$ cat src/rtl/pwm_fifo_pkg.sv
// Shared types and constants for the PWM gate-signal FIFO scheduler.
// Holds the FSM encoding, default sizing and the index-width helper.
package pwm_fifo_pkg;

    localparam int N_UNITS_DEF    = 10;
    localparam int FIFO_DEPTH_DEF = 16;

    typedef enum logic [1:0] {
        ST_IDLE  = 2'd0,
        ST_PRIME = 2'd1,
        ST_RUN   = 2'd2
    } sched_state_e;

    // Width needed to count 0..n-1, never less than one bit.
    function automatic int idx_w(input int n);
        return (n <= 1) ? 1 : $clog2(n);
    endfunction

endpackage

$ cat src/rtl/pwm_fifo_sched_burst_cnt.sv
// N_UNITS-cycle burst window with unit index.
// A start on the last window cycle chains a new burst with no gap.
module sched_burst_cnt
    import pwm_fifo_pkg::*;
#(
    parameter int N_UNITS = N_UNITS_DEF,
    parameter int IDX_W   = idx_w(N_UNITS_DEF)
) (
    input  logic             clk,
    input  logic             rst,
    input  logic             clear,
    input  logic             start,
    output logic             active,
    output logic [IDX_W-1:0] idx,
    output logic             last,
    output logic             collision
);

    localparam logic [IDX_W-1:0] LAST_IDX = IDX_W'(N_UNITS - 1);

    logic accept;

    assign last      = active & (idx == LAST_IDX);
    assign collision = start & active & ~last;
    assign accept    = start & (~active | last);

    // Window/index register: clear wins, then restart, then advance.
    always_ff @(posedge clk or posedge rst) begin
        if (rst) begin
            active <= 1'b0;
            idx    <= '0;
        end else if (clear) begin
            active <= 1'b0;
            idx    <= '0;
        end else if (accept) begin
            active <= 1'b1;
            idx    <= '0;
        end else if (last) begin
            active <= 1'b0;
            idx    <= '0;
        end else if (active) begin
            idx    <= idx + IDX_W'(1);
        end
    end

endmodule

$ cat src/rtl/pwm_fifo_sched.sv
// Sequencer for the shared PWM gate FIFO: write/read bursts per step,
// priming hold-off, read-aligned output enable and sticky error flags.
module pwm_fifo_sched
    import pwm_fifo_pkg::*;
#(
    parameter int N_UNITS    = N_UNITS_DEF,
    parameter int FIFO_DEPTH = FIFO_DEPTH_DEF,
    parameter int USEDW_W    = $clog2(FIFO_DEPTH_DEF),
    parameter int IDX_W      = idx_w(N_UNITS_DEF)
) (
    input  logic               clk,
    input  logic               rst,
    input  logic               rst_user,
    input  logic               wr_start,
    input  logic               rd_start,
    input  logic               fifo_empty,
    input  logic               fifo_full,
    input  logic [USEDW_W-1:0] fifo_usedw,
    output logic               fifo_wrreq,
    output logic               fifo_rdreq,
    output logic               fifo_sclr,
    output logic [IDX_W-1:0]   wr_idx,
    output logic               out_ena,
    output logic [IDX_W-1:0]   out_idx,
    output logic               primed,
    output logic               ovf_err,
    output logic               udf_err,
    output logic               col_err
);

    if (N_UNITS < 1 || N_UNITS >= FIFO_DEPTH) begin : g_bad_cfg
        $error("pwm_fifo_sched: N_UNITS must be 1..FIFO_DEPTH-1");
    end

    sched_state_e state_q, state_d;

    logic             wr_go, rd_go;
    logic             wr_active, wr_last, wr_col;
    logic             rd_active, rd_last, rd_col;
    logic [IDX_W-1:0] rd_idx;
    logic             wr_accept;
    logic             usedw_ok;

    // Starts are ignored during a flush; reads need a primed FIFO.
    assign wr_go  = wr_start & ~rst_user;
    assign rd_go  = rd_start & ~rst_user & primed;
    assign primed = (state_q == ST_RUN);

    assign wr_accept = wr_go & (~wr_active | wr_last);
    assign usedw_ok  = (fifo_usedw >= USEDW_W'(N_UNITS - 1));

    assign fifo_wrreq = wr_active & ~fifo_full;
    assign fifo_rdreq = rd_active & ~fifo_empty;

    sched_burst_cnt #(
        .N_UNITS (N_UNITS),
        .IDX_W   (IDX_W)
    ) u_wr_cnt (
        .clk       (clk),
        .rst       (rst),
        .clear     (rst_user),
        .start     (wr_go),
        .active    (wr_active),
        .idx       (wr_idx),
        .last      (wr_last),
        .collision (wr_col)
    );

    sched_burst_cnt #(
        .N_UNITS (N_UNITS),
        .IDX_W   (IDX_W)
    ) u_rd_cnt (
        .clk       (clk),
        .rst       (rst),
        .clear     (rst_user),
        .start     (rd_go),
        .active    (rd_active),
        .idx       (rd_idx),
        .last      (rd_last),
        .collision (rd_col)
    );

    // FSM state register.
    always_ff @(posedge clk or posedge rst) begin
        if (rst) begin
            state_q <= ST_IDLE;
        end else begin
            state_q <= state_d;
        end
    end

    // Next state: prime on the first write, run once a full step is in.
    always_comb begin
        state_d = state_q;
        unique case (state_q)
            ST_IDLE: begin
                if (wr_accept) begin
                    state_d = ST_PRIME;
                end
            end
            ST_PRIME: begin
                if (wr_last && usedw_ok) begin
                    state_d = ST_RUN;
                end
            end
            ST_RUN: begin
                state_d = ST_RUN;
            end
            default: begin
                state_d = ST_IDLE;
            end
        endcase
        if (rst_user) begin
            state_d = ST_IDLE;
        end
    end

    // FIFO q is valid one cycle after rdreq: align enable and index.
    always_ff @(posedge clk or posedge rst) begin
        if (rst) begin
            out_ena <= 1'b0;
            out_idx <= '0;
        end else begin
            out_ena <= fifo_rdreq;
            out_idx <= rd_idx;
        end
    end

    // One-cycle FIFO clear following a soft reset.
    always_ff @(posedge clk or posedge rst) begin
        if (rst) begin
            fifo_sclr <= 1'b0;
        end else begin
            fifo_sclr <= rst_user;
        end
    end

    // Sticky error flags, cleared by soft reset.
    always_ff @(posedge clk or posedge rst) begin
        if (rst) begin
            ovf_err <= 1'b0;
            udf_err <= 1'b0;
            col_err <= 1'b0;
        end else if (rst_user) begin
            ovf_err <= 1'b0;
            udf_err <= 1'b0;
            col_err <= 1'b0;
        end else begin
            if (wr_active && fifo_full) begin
                ovf_err <= 1'b1;
            end
            if (rd_active && fifo_empty) begin
                udf_err <= 1'b1;
            end
            if (wr_col || rd_col) begin
                col_err <= 1'b1;
            end
        end
    end

endmodule

$ cat config.mk
export PLATFORM = sky130hd
export DESIGN_NAME = pwm_fifo_sched
export DESIGN_NICKNAME = d
export VERILOG_FILES = /design/src/rtl/pwm_fifo_pkg.sv /design/src/rtl/pwm_fifo_sched_burst_cnt.sv /design/src/rtl/pwm_fifo_sched.sv
export SDC_FILE = /design/constraint.sdc
export NUM_CORES = 1
export LEC_CHECK = 0
export BUFFER_PORTS_ARGS = -buffer_cell sky130_fd_sc_hd__buf_2
export CAP_MARGIN = 10
export CORE_MARGIN = 1
export CORE_UTILIZATION = 50
export DETAILED_ROUTE_END_ITERATION = 6
export PLACE_DENSITY = 0.85
export SLEW_MARGIN = 20
export SYNTH_ARGS = -nofsm -noshare
export SYNTH_HDL_FRONTEND = slang
export SYNTH_SLANG_ARGS = --single-unit
$ cat constraint.sdc
create_clock -name clk -period 1.6 [get_ports clk]
set_input_delay 0.08 -clock clk [delete_from_list [all_inputs] [get_ports clk]]
set_output_delay 0.08 -clock clk [all_outputs]
set_load 0.1 [all_outputs]
==> results.md <==
* Routed met1 length at ~840 um
* Syn avg cell area at around 11 um^2
* Total GRT Usage at 19.0%
* Hold endpoint: fifo_sclr$_DFF_PP0_
* CTS tree: built
* Max Slew Vio Count at 0
* Crit. End Element: primary output
* Area of the multi-input gates at between 400 and 500 um^2
* HPWL Detailed at 1400 um
* WL/cell at between 10 and 15 um
* Post-layout util at roughly 68%
* Critical R2R Capture: state_q[1]$_DFFE_PP0P_
* Met2 routed WL at just over 900 um
* Antenna cell count at 0
* Vias in the first global route at 695
* R2r setup slk at ~0.16 ns
* Die Y at roughly 46 um
* Placer congestion estimate at 0.807
* Final setup TNS at 0 ns
* Tmin final at ~1.5 ns
* Actual slew at the worst max-slew pin at roughly 0.54 ns
* Pleak at around 0.63 nW
* Pin count of the biggest net entering global routing at 15
* Synth-to-Final Area Change at 24.2%
* MaxCap Viol Count at 0
* Setup WS post-layout at between 0.09 and 0.1 ns
* Number of fill cells in the layout at about 140
* Count of input and output buffers at 26
* Critical R2R Launch: u_wr_cnt.idx[0]$_DFFE_PP0P_
* Register area share after synthesis at approximately 54%
* Min-Delay Path Class: in -> reg
* FMAX at 0.663 GHz
* CTS root buf: clkbuf_4
* Sink Count at 21
* Remaining routing DRC violations at 0
* Num CTS Buffers at 3
* Die width at approximately 46 um
* Num ports at 27
* Unrepaired setup endpoints after global routing: false
* Pre-Repair DR Iteration Count at 4
* DRT iter0 DRCs at 7
* Max Used Layer: met3
* First-pass GRT wire length at roughly 2900 um
* Core Rows at 15
* WS Path Type: reg -> out
* Synthesized area at 981 um^2
* Hold_sp: rst_user
* Clk_lat worst skew at around 0.30 ns
* Crit path DAT at about 1.4 ns
* P per Cell Area at about 1100 mW/mm^2
* Final Non-Filler Cells at ~150
* Clock slew at reported path FFs at roughly 0.12 ns
* Initial Utilization at between 50% and 60%
* Most common cell after layout, fill and taps aside: buf_2
* Worst rel slew slack at between 60% and 70%
* Register area at between 500 and 600 um^2
* Endpoints failing setup at 0
* Post-synth net total at between 100 and 150
* Global route overflow at 0
* CP required at ~1.5 ns
* Cell count after synthesis at 92
* Yosys warnings at 0
* Hold Path Stages at 1
* Startpoint Class: flop
* Clock skew at around 0.010 ns
* Initial antenna violation count at 0
* Htree depth at 1
* Die Area at around 0.0021 mm^2
* DP Cell Count at 143
* Core area at 0.00178 mm^2
* Worst-path fanout max at 3
* Count of different cell masters after synthesis at 26
* WHS at 0.0198 ns
* Final WL at around 1800 um
* DRT antenna net count at 0
* Peak supply drop at slightly below 800 uV
* Register-to-Register Path Depth at 5
* Tcrit/Tclk final at a little over nine tenths
* Via density at between 5 and 6
* Status: completed
* Met3 WL post-DR at 86 um
* Final Hold Fails at 0
* PnR Total Power at 1.30 mW
* Fin area at roughly 0.0012 mm^2
* Share of layout cells above drive strength 1 at 35.5%
* Most frequent cells in the layout: buf_2, dfrtp_1, nor2_1, inv_1
* CTS Buffer Depth at 2
* Via count at 770
* DP Area at approximately 0.0012 mm^2
* #FFs+latches synth at 21
* Pre-CTS setup slack at about 0.18 ns
* Nets@finish at about 140
==> where the power goes <==
group | leakage, nW | internal (mW) | total (mW) | switching (mW)
Combinational | 0.331 | 0.122 | 0.437 | 0.315
Clock | 0.0177 | 0.0931 | 0.254 | 0.161
Sequential | 0.280 | 0.571 | 0.605 | 0.0346
Total | 0.628 | 0.786 | 1.30 | 0.510
==> layout make-up <==
class | count | area share [%]
Clock buffer | 3 | 1.85
Clock inverter | 1 | 0.411
Inverter | 8 | 2.46
Multi-Input combinational cell | 62 | 36.0
Sequential cell | 21 | 43.7
Tap cell | 25 | 2.57
Timing Repair Buffer | 29 | 12.9
==> layer usage <==
metal	vias up	GRT usage [%]
li1	376	-
met1	370	24.0
met2	24	32.4
met3	0	3.92
met4	0	5.88
met5	-	0
==> state kept, by name, summed over array words and instances (netlist names) <==
name             cells
state_q              2
udf_err              1
col_err              1
ovf_err              1
u_rd_cnt.idx         4
fifo_sclr            1
u_wr_cnt.idx         4
out_ena              1
u_rd_cnt.active      1
out_idx              4
u_wr_cnt.active      1
==> timing repair <==
item / 4_1_cts / 5_1_grt
gates resized for setup: 0 / 0
hold buffers: 2 / 0
setup buffers: 0 / 0
hold endpoints to repair: 14 / 0
==> worst max-delay path, cell delays in order (launching register included) <==
cell and delay (ns):
dfrtp_1 0.40, inv_1 0.15, ha_4 0.16, buf_2 0.41
==> worst max-delay path by stage <==
| stage | end | from | slack, ns | depth (start not counted) |
|---|---|---|---|---|
| floorplan | state_q[1]$_DFFE_PP0P_ | u_wr_cnt.idx[1]$_DFFE_PP0P_ | 0.0009 | 6 |
| global placement | state_q[0]$_DFFE_PP0P_ | u_wr_cnt.idx[1]$_DFFE_PP0P_ | 0.23 | 6 |
| detailed placement | state_q[1]$_DFFE_PP0P_ | u_wr_cnt.idx[0]$_DFFE_PP0P_ | 0.18 | 5 |
| CTS | primed | state_q[0]$_DFFE_PP0P_ | 0.08 | 3 |
| global route | primed | state_q[0]$_DFFE_PP0P_ | 0.04 | 3 |
| finish | primed | state_q[0]$_DFFE_PP0P_ | 0.09 | 3 |
==> cells by family (layout without fill, tap and decap cells) <==
logic type      count (synthesis)  count (layout)  share of synthesized area (%)
simple gates                   31              31                           15.8
compound gates                 21              21                           15.2
flops                          21              21                           53.6
buf+inv                         9              41                           3.44
fa+ha+maj                       7               7                           8.93
mux                             3               3                           3.06
==> synthesized netlist by cell type <==
cell       n  share of area, %
dfrtp_1   21                54
nor2_1    10               3.8
inv_1      8               3.1
a21oi_1    7               3.6
ha_1       7               8.9
nand2_1    7               2.7
nor2b_1    4               2.6
o21ai_0    4               2.0
mux2i_1    3               3.1
nand2b_1   2               1.3
nand3_1    2               1.0
nand3b_1   2               1.5
o21ai_2    2               1.8
a21o_1     1              0.77
a221oi_2   1               1.5
a22oi_1    1              0.77
and2_1     1              0.64
and3_1     1              0.64
buf_1      1              0.38
nor3b_1    1              0.77
o211ai_2   1               1.3
o21ba_2    1               1.0
o22a_1     1              0.89
o22ai_1    1              0.64
o311ai_1   1              0.89
or3b_2     1              0.89
No activity file was read; power rests on OpenSTA's default activity.
